==> src/rtl/vecmac_seq.sv <==
// vecmac_seq: sequencer for an external 8x8-byte dot-product MAC.
// Accepts a job length, streams operand beats into the MAC and sums the
// returned partial dot products into an accumulator, then presents the result.
//
// Optional feature macro: VECMAC_SAT_EN
//   defined   -> accumulator saturates at 2^ACCW-1 and res_ovf is set (sticky
//                until the next accepted command)
//   undefined -> accumulator wraps modulo 2^ACCW and res_ovf is tied to 0
//
// Handshake semantics (cmd, s, res): a transfer happens on a rising clk edge
// where valid && ready are both 1. A producer holding valid keeps its payload
// stable until the transfer; ready may depend on state only, never on valid.
//
// ACCW is expected to be at least 19 so a single MAC result fits.

module vecmac_seq #(
    parameter int BUSW    = 64,
    parameter int LATENCY = 8,
    parameter int ACCW    = 32,
    parameter int LENW    = 16
) (
    input  logic                          clk,
    input  logic                          rst_n,
    // job request
    input  logic                          cmd_valid,
    output logic                          cmd_ready,
    input  logic [LENW-1:0]               cmd_len,
    // operand beats
    input  logic                          s_valid,
    output logic                          s_ready,
    input  logic [BUSW-1:0]               s_a,
    input  logic [BUSW-1:0]               s_b,
    // MAC issue side
    output logic                          mac_in_valid,
    output logic [BUSW-1:0]               mac_in_a,
    output logic [BUSW-1:0]               mac_in_b,
    // MAC return side
    input  logic                          mac_out_valid,
    input  logic [18:0]                   mac_out_sum,
    // result
    output logic                          res_valid,
    input  logic                          res_ready,
    output logic [ACCW-1:0]               res_data,
    output logic                          res_ovf,
    // status / debug
    output logic                          busy,
    output logic [1:0]                    dbg_state,
    output logic [$clog2(LATENCY+2)-1:0]  dbg_inflight
);

    localparam int INF_W = $clog2(LATENCY + 2);

    typedef enum logic [1:0] {
        ST_IDLE  = 2'd0,
        ST_ISSUE = 2'd1,
        ST_DRAIN = 2'd2,
        ST_DONE  = 2'd3
    } state_t;

    state_t            state;
    state_t            state_nxt;
    logic [LENW-1:0]   issue_cnt;
    logic [LENW-1:0]   ret_cnt;
    logic [ACCW-1:0]   acc;
    logic [ACCW-1:0]   acc_next;
    logic [INF_W-1:0]  inflight;

    logic              cmd_fire;
    logic              beat_fire;
    logic              ret_fire;
    logic              res_fire;

    // Handshake qualifiers; MAC returns only count while a job is collecting.
    always_comb begin
        cmd_fire  = cmd_valid && (state == ST_IDLE);
        beat_fire = s_valid && (state == ST_ISSUE);
        ret_fire  = mac_out_valid && ((state == ST_ISSUE) || (state == ST_DRAIN));
        res_fire  = res_ready && (state == ST_DONE);
    end

    // State register.
    always_ff @(posedge clk or negedge rst_n) begin
        if (!rst_n) begin
            state <= ST_IDLE;
        end else begin
            state <= state_nxt;
        end
    end

    // Next-state logic and state-decoded handshake outputs.
    always_comb begin
        state_nxt = state;
        cmd_ready = 1'b0;
        s_ready   = 1'b0;
        res_valid = 1'b0;
        busy      = 1'b1;
        case (state)
            ST_IDLE: begin
                cmd_ready = 1'b1;
                busy      = 1'b0;
                if (cmd_fire) begin
                    state_nxt = (cmd_len == '0) ? ST_DONE : ST_ISSUE;
                end
            end
            ST_ISSUE: begin
                s_ready = 1'b1;
                if (ret_fire && (ret_cnt == LENW'(1))) begin
                    state_nxt = ST_DONE;
                end else if (beat_fire && (issue_cnt == LENW'(1))) begin
                    state_nxt = ST_DRAIN;
                end
            end
            ST_DRAIN: begin
                if (ret_fire && (ret_cnt == LENW'(1))) begin
                    state_nxt = ST_DONE;
                end
            end
            ST_DONE: begin
                res_valid = 1'b1;
                if (res_fire) begin
                    state_nxt = ST_IDLE;
                end
            end
            default: begin
                state_nxt = ST_IDLE;
            end
        endcase
    end

`ifdef VECMAC_SAT_EN
    logic [ACCW:0] acc_sum;
    logic          ovf_hit;
    logic          ovf_q;

    // Saturating accumulate: a carry out of ACCW bits clamps to all ones.
    always_comb begin
        acc_sum  = {1'b0, acc} + (ACCW+1)'(mac_out_sum);
        ovf_hit  = acc_sum[ACCW];
        acc_next = ovf_hit ? {ACCW{1'b1}} : acc_sum[ACCW-1:0];
    end

    // Sticky overflow flag, cleared only when a new job is accepted.
    always_ff @(posedge clk or negedge rst_n) begin
        if (!rst_n) begin
            ovf_q <= 1'b0;
        end else if (cmd_fire) begin
            ovf_q <= 1'b0;
        end else if (ret_fire && ovf_hit) begin
            ovf_q <= 1'b1;
        end
    end

    assign res_ovf = ovf_q;
`else
    // Wrapping accumulate modulo 2^ACCW.
    always_comb begin
        acc_next = acc + ACCW'(mac_out_sum);
    end

    assign res_ovf = 1'b0;
`endif

    // Job counters and accumulator.
    always_ff @(posedge clk or negedge rst_n) begin
        if (!rst_n) begin
            issue_cnt <= '0;
            ret_cnt   <= '0;
            acc       <= '0;
        end else if (cmd_fire) begin
            issue_cnt <= cmd_len;
            ret_cnt   <= cmd_len;
            acc       <= '0;
        end else begin
            if (beat_fire) begin
                issue_cnt <= issue_cnt - LENW'(1);
            end
            if (ret_fire) begin
                ret_cnt <= ret_cnt - LENW'(1);
                acc     <= acc_next;
            end
        end
    end

    // MAC operand registers: one-cycle valid pulse per accepted beat.
    always_ff @(posedge clk or negedge rst_n) begin
        if (!rst_n) begin
            mac_in_valid <= 1'b0;
            mac_in_a     <= '0;
            mac_in_b     <= '0;
        end else begin
            mac_in_valid <= beat_fire;
            if (beat_fire) begin
                mac_in_a <= s_a;
                mac_in_b <= s_b;
            end
        end
    end

    // Count of beats issued to the MAC whose results have not yet returned.
    always_ff @(posedge clk or negedge rst_n) begin
        if (!rst_n) begin
            inflight <= '0;
        end else if (cmd_fire) begin
            inflight <= '0;
        end else begin
            case ({mac_in_valid, ret_fire})
                2'b10:   inflight <= inflight + INF_W'(1);
                2'b01:   inflight <= inflight - INF_W'(1);
                default: inflight <= inflight;
            endcase
        end
    end

    assign res_data     = acc;
    assign dbg_state    = state;
    assign dbg_inflight = inflight;

endmodule

==> config.mk <==
export PLATFORM = sky130hd
export DESIGN_NAME = vecmac_seq
export DESIGN_NICKNAME = d
export VERILOG_FILES = /design/src/rtl/vecmac_seq.sv
export SDC_FILE = /design/constraint.sdc
export NUM_CORES = 1
export LEC_CHECK = 0
export ABC_AREA = 1
export ABC_CLOCK_PERIOD_IN_PS = 4650
export CORE_MARGIN = 2
export CORE_UTILIZATION = 30
export CTS_CLUSTER_DIAMETER = 50
export DETAILED_ROUTE_END_ITERATION = 8
export PLACE_DENSITY = 0.6
export RECOVER_POWER = 25
export SETUP_SLACK_MARGIN = 0.1
export SYNTH_ARGS = -nofsm -noshare
export SYNTH_HDL_FRONTEND = slang
export SYNTH_SLANG_ARGS = --single-unit
==> constraint.sdc <==
create_clock -name clk -period 4.65 [get_ports clk]
set_input_delay 0.465 -clock clk [delete_from_list [all_inputs] [get_ports clk]]
set_output_delay 0.465 -clock clk [all_outputs]
set_load 0.005 [all_outputs]
# After elaboration in Yosys (flattened, before gate mapping)
# Cells that the tools add are included.
# totals
regBits	199
inputBits	169
out_inout_bits	172
wordCells	56
# classes
addsub	5
eq_ne	11
n_mux	19
n_reduce_logical	13
# op_table
operator	count
2-to-1 mux 16 bit	4
2-to-1 mux 32 bit	2
adder 32 x 19 -> 32 bit	1
equality test 16 x 1 -> 1 bit, second input constant	2
subtractor 16 x 1 -> 16 bit, second input constant	2
logical NOT 16 bit	1
2-to-1 mux 2 bit	6
one-hot mux 2 bit (4 select lines)	1
one-hot mux 4 bit (2 select lines)	1
equality test 2 bit, second input constant	3
logical AND 1 bit	6
adder 4 x 1 -> 4 bit, second input constant	1
equality test 2 x 1 -> 1 bit, second input constant	2
2-to-1 mux 1 bit	4
2-to-1 mux 4 bit	1
inequality test 2 bit, second input constant	2
AND reduction 4 bit	1
nonzero test 2 bit	2
subtractor 4 x 1 -> 4 bit, second input constant	1
inequality test 3 x 1 -> 1 bit, second input constant	1
nonzero test 3 bit	1
logical NOT 2 bit	1
inequality test 2 x 1 -> 1 bit, second input constant	1
logical OR 1 bit	1

# Longest topological paths before layout
# depth
ltp_word	6
depth_mapped	14
ltp_nobuf	14

# Least setup slack after synthesis
# OpenSTA, ideal clock, no wires.
# synth_timing
kind	register to register
from	register state[0], in the netlist dbg_state[0]
to	register inflight[3], in the netlist dbg_inflight[3]
setup_ns	0.121
arrival_time_ns	2.012
required_time_ns	4.529
setup_slack_ns	2.516
path_stages_with_launch	11
n_path_buf	0
period_less_slack_ns	2.134
cell_sequence	dfrtp_1 -> inv_1 -> ha_1 -> nand2_2 -> or2_2 -> inv_1 -> ha_1 -> a21o_1 -> a21oi_1 -> xnor2_1 -> o21ai_1
# synth_between
elab_chain_len	6
elab_cells_between_ends	11
cone_classes	eq/ne: 4; mux: 2; reduce/logical: 5
# synth_rtl
item	line_no	text
from (decl)	60	state_t state;
from (signal assigned)	86	state <= state_nxt;
equality test 2 x 1 -> 1 bit / equality test 2 bit (equally long branches)	77	ret_fire = mac_out_valid && ((state == ST_ISSUE) || (state == ST_DRAIN));
logical OR 1 bit	77	
logical AND 1 bit	77	
equality test 2 x 1 -> 1 bit / equality test 2 bit (equally long branches)	206	case ({mac_in_valid, ret_fire})
one-hot mux 4 bit (2 select lines)	206	
2-to-1 mux 4 bit	203	end else if (cmd_fire) begin
to (signal assigned)	207	2'b10: inflight <= inflight + INF_W'(1);
to (signal assigned)	208	2'b01: inflight <= inflight - INF_W'(1);
to (signal assigned)	209	default: inflight <= inflight;
to (decl)	66	logic [INF_W-1:0] inflight;
# Parallel ways exist; a longest one is shown, timed or not.
# A chain may end at the register's enable or synchronous reset.

# Final worst setup path
# layout_timing
from	register state[0], in the netlist dbg_state[0]
to	register acc[10], in the netlist res_data[10]
# layout_between
elab_chain_len	4
elab_cells_between_ends	8
cone_classes	eq/ne: 2; mux: 1; reduce/logical: 5
# layout_rtl
item	line_no	text
equality test 2 x 1 -> 1 bit / equality test 2 bit (equally long branches)	77	
logical OR 1 bit	77	
logical AND 1 bit	77	
nonzero test 2 bit (no line)	-	
to (signal assigned)	179	acc <= acc_next;
to (decl)	64	logic [ACCW-1:0] acc;
# Parallel ways exist; a longest one is shown, timed or not.

==> impl_results.md <==
- Status: finished, violations left
- Failing checks: max-capacitance violations, max-slew violations
- Worst Path Arrival: 3620 ps
- Initial antenna violation count: 1
- Initial Util: 0.306
- Biggest area consumer among synthesized cells: dfrtp_1
- Number of I/O port buffers: 339
- Share of cells above drive strength 1: 0.0452
- Cell leakage power: 6.98 nW
- Area taken by flip-flops and latches: 0.00498 mm2
- Drt drc: 0
- Setup crit end kind: register
- Core area: 0.0327 mm2
- Total Routed Length: 32.9 mm
- Row count: 66
- Synth unique cells: 46
- Met1 WL: 13.4 mm
- Wire per inst: 16.0 um
- Critical Path Slowest Stage Cell: nand2_1
- Worst-path clk slew: 80 ps
- Comb pwr share: 0.478
- CP top delay family: buffers and inverters
- Critical path's most frequent cell: inv_1
- Final hold viol count: 0
- Final worst path period need: 3220 ps
- 1st-iter DRT viols: 532
- Crit path cell chain: inv_1 -> ha_1 -> nand2_1 -> inv_1 -> nor2_1 -> buf_4 -> inv_1 -> a21oi_1 -> o21ai_0 -> nand2_1
- GR Overflow Total: 0
- Top-area cell type share of the netlist area: 0.497
- Synthesized area per cell: 7.81 um2
- Setup TNS: 0 ps
- Critical Path Max Stage Delay: 650 ps
- Maximum clock insertion buffer count: 2
- Die W: 187 um
- P per Cell Area: 592 mW/mm2
- Top sig layer: met4
- Endpoints failing setup: 0
- Via/cell ratio: 4.60
- Seq pwr share: 0.349
- Post-Place Setup Slack: 1270 ps
- First-pass GRT wire length: 52.6 mm
- Crit path launch type: register
- Worst skew pair latency: 450 ps
- Measured slew at the worst slew-check pin: 2700 ps
- Seq/Total Area, Yosys: 0.497
- Final HPWL DP: 24.5 mm
- Int Power: 5.17 mW
- Area of the multi-input gates: 0.00453 mm2
- Clk pwr share: 0.173
- Synth top area cells: dfrtp_1, nand2_1, ha_1, inv_1, nand3_1
- Clock Sink Count: 199
- Net Switching: 3.35 mW
- Setup Crit Path Kind: register to register
- Number of synthesized flops with an enable pin: 0
- Hold-fix buffers at CTS: 0
- Io pins: 341
- RSZ-0062 raised after global routing: no
- Largest net degree at the start of global routing: 102
- Main synth FF type: dfrtp_1
- Placed cell areas: 0.0138 mm2
- Vias: 9,465
- FF-to-FF Start: dbg_state[0]$_DFFE_PN0P_
- Bufs and invs on worst path: 4
- CTS HTree Levels: 4
- Synth Instances: 1,282
- Synthesized area: 0.0100 mm2
- Sw Share: 0.393
- Root buffer cell: clkbuf_16
- Synth top cells by count: nand2_1, dfrtp_1, inv_1, nor2_1, nand3_1
- Layout area overhead: 43.7%
- Final antenna-violating net count: 0
- Max-slew violations: 101
- MaxCap Viol Count: 1
- Worst Path Required: 5040 ps
- Post-CTS sizing: 0
- Max VDD drop: 0.266 mV
- Final #Nets: 1,803
- Vias in the first global route: 9,541
- Hold path startpoint: mac_in_a[2]$_DFFE_PN0P_
- Fill cells: 3,266
- RePlAce Congestion: 0.885
- Worst setup margin: 1430 ps
- CTS tree: built
- Die area: 0.0349 mm2
- Post-route cell area: 0.0144 mm2
- WL met3: 3.00 mm
- Overall Global Routing Usage: 0.190
- Post-CTS Repair Setup Buffers: 0
- Met2 routed wirelength: 16.2 mm
- First-pass iteration count of the detailed router: 5
- Async SR Flop Fraction: 1.00
- Syn nets: 1,482
- Crit path launch: dbg_state[0]$_DFFE_PN0P_
- Fmax: 310 MHz
- Min-Delay Path Class: register to register
- Layout Skew: 8.92 ps
- CP Max Fanout: 24
- DIE HEIGHT: 187 um
- Most common cell in the netlist: nand2_1
- Total CTS buffers: 17
- Fin crit share: 0.693
- Synth Warn #: 0
- Seq cells post-synth: 199
- Rel. slew slack: -0.798
[cells in the final DEF, fill, tap and decap left out, types with 4 or more instances in the layout]
cell / instances
nand3_1: 59
ha_1: 29
nand2_2: 4
dfrtp_1: 199
nand3b_1: 5
o21ai_1: 4
nand4_1: 7
inv_8: 4
o211ai_1: 12
nor4_1: 6
inv_1: 81
clkbuf_16: 17
a21oi_2: 4
a21oi_1: 37
o21ai_0: 27
nor3_1: 9
clkdlybuf4s50_1: 338
nor2_1: 72
xnor2_1: 5
buf_4: 4
o221ai_1: 12
nand2_1: 603
nand3_2: 8
nor2_2: 7
and2_1: 4
xor2_1: 14
[per-layer routing]
metal | track usage | vias up
li1 | - | 4702
met3 | 0.0707 | 20
met5 | 0 | -
met2 | 0.327 | 276
met4 | 0.0498 | 0
met1 | 0.224 | 4467
[worst paths after layout]
path,end,cells past startpoint,slack [ps]
min,mac_in_a[2]$_DFFE_PN0P_,2,480
min in group asynchronous,ret_cnt[5]$_DFFE_PN0P_,1,850
min reg2reg,mac_in_a[2]$_DFFE_PN0P_,2,480
max in group asynchronous,mac_in_a[9]$_DFFE_PN0P_,1,2210
max,res_data[10]$_DFFE_PN0P_,10,1430
max reg2reg,res_data[10]$_DFFE_PN0P_,10,1430
[worst min-delay path: stages, from the launching register on]
cell	delay, ps
dfrtp_1	350
nand2_1	50
nand2_1	50
[power groups by stage]
stage          Combinational, mW  Sequential, mW  Clock, mW
6_report                    4.07            2.97       1.48
5_1_grt                     4.57            3.08       1.58
4_1_cts                     4.13            2.97       1.52
3_5_place_dp                4.12            2.97          0
3_3_place_gp                4.07            2.96          0
2_1_floorplan               2.01            2.96          0
[flip-flops by register name, indices dropped and copies added (netlist names)]
name,flops
mac_in_b,64
mac_in_a,64
issue_cnt,16
mac_in_valid,1
ret_cnt,16
dbg_inflight,4
dbg_state,2
res_data,32
[kinds of logic after synthesis]
group / share of synthesized area
compound gates: 0.0692
xor+xnor: 0.0166
fa+ha+maj: 0.0402
buf+inv: 0.0512
flops: 0.497
other cells: 0.000374
simple gates: 0.325
[final cells by class]
class                   instances  share of cell area
flip-flops and latches        199               0.346
multi-input cells             956               0.315
repair buffers                344               0.239
well taps                     442              0.0384
clock buffers                  19              0.0315
inverters                      85              0.0223
clock inverters                13             0.00782
diodes                          1            0.000174
[stage by stage]
step | std cells | hold WS, ps | util | power, mW
after global placement | 2026 | 461 | 0.423 | 7.04
after detailed placement | 2026 | 464 | 0.423 | 7.09
after floorplan | 1282 | 169 | - | 4.98
final | 2059 | 480 | 0.440 | 8.52
after CTS | 2058 | 161 | 0.440 | 8.62
after global routing | 2059 | 496 | 0.440 | 9.23
(Power assumes the default switching activity.)
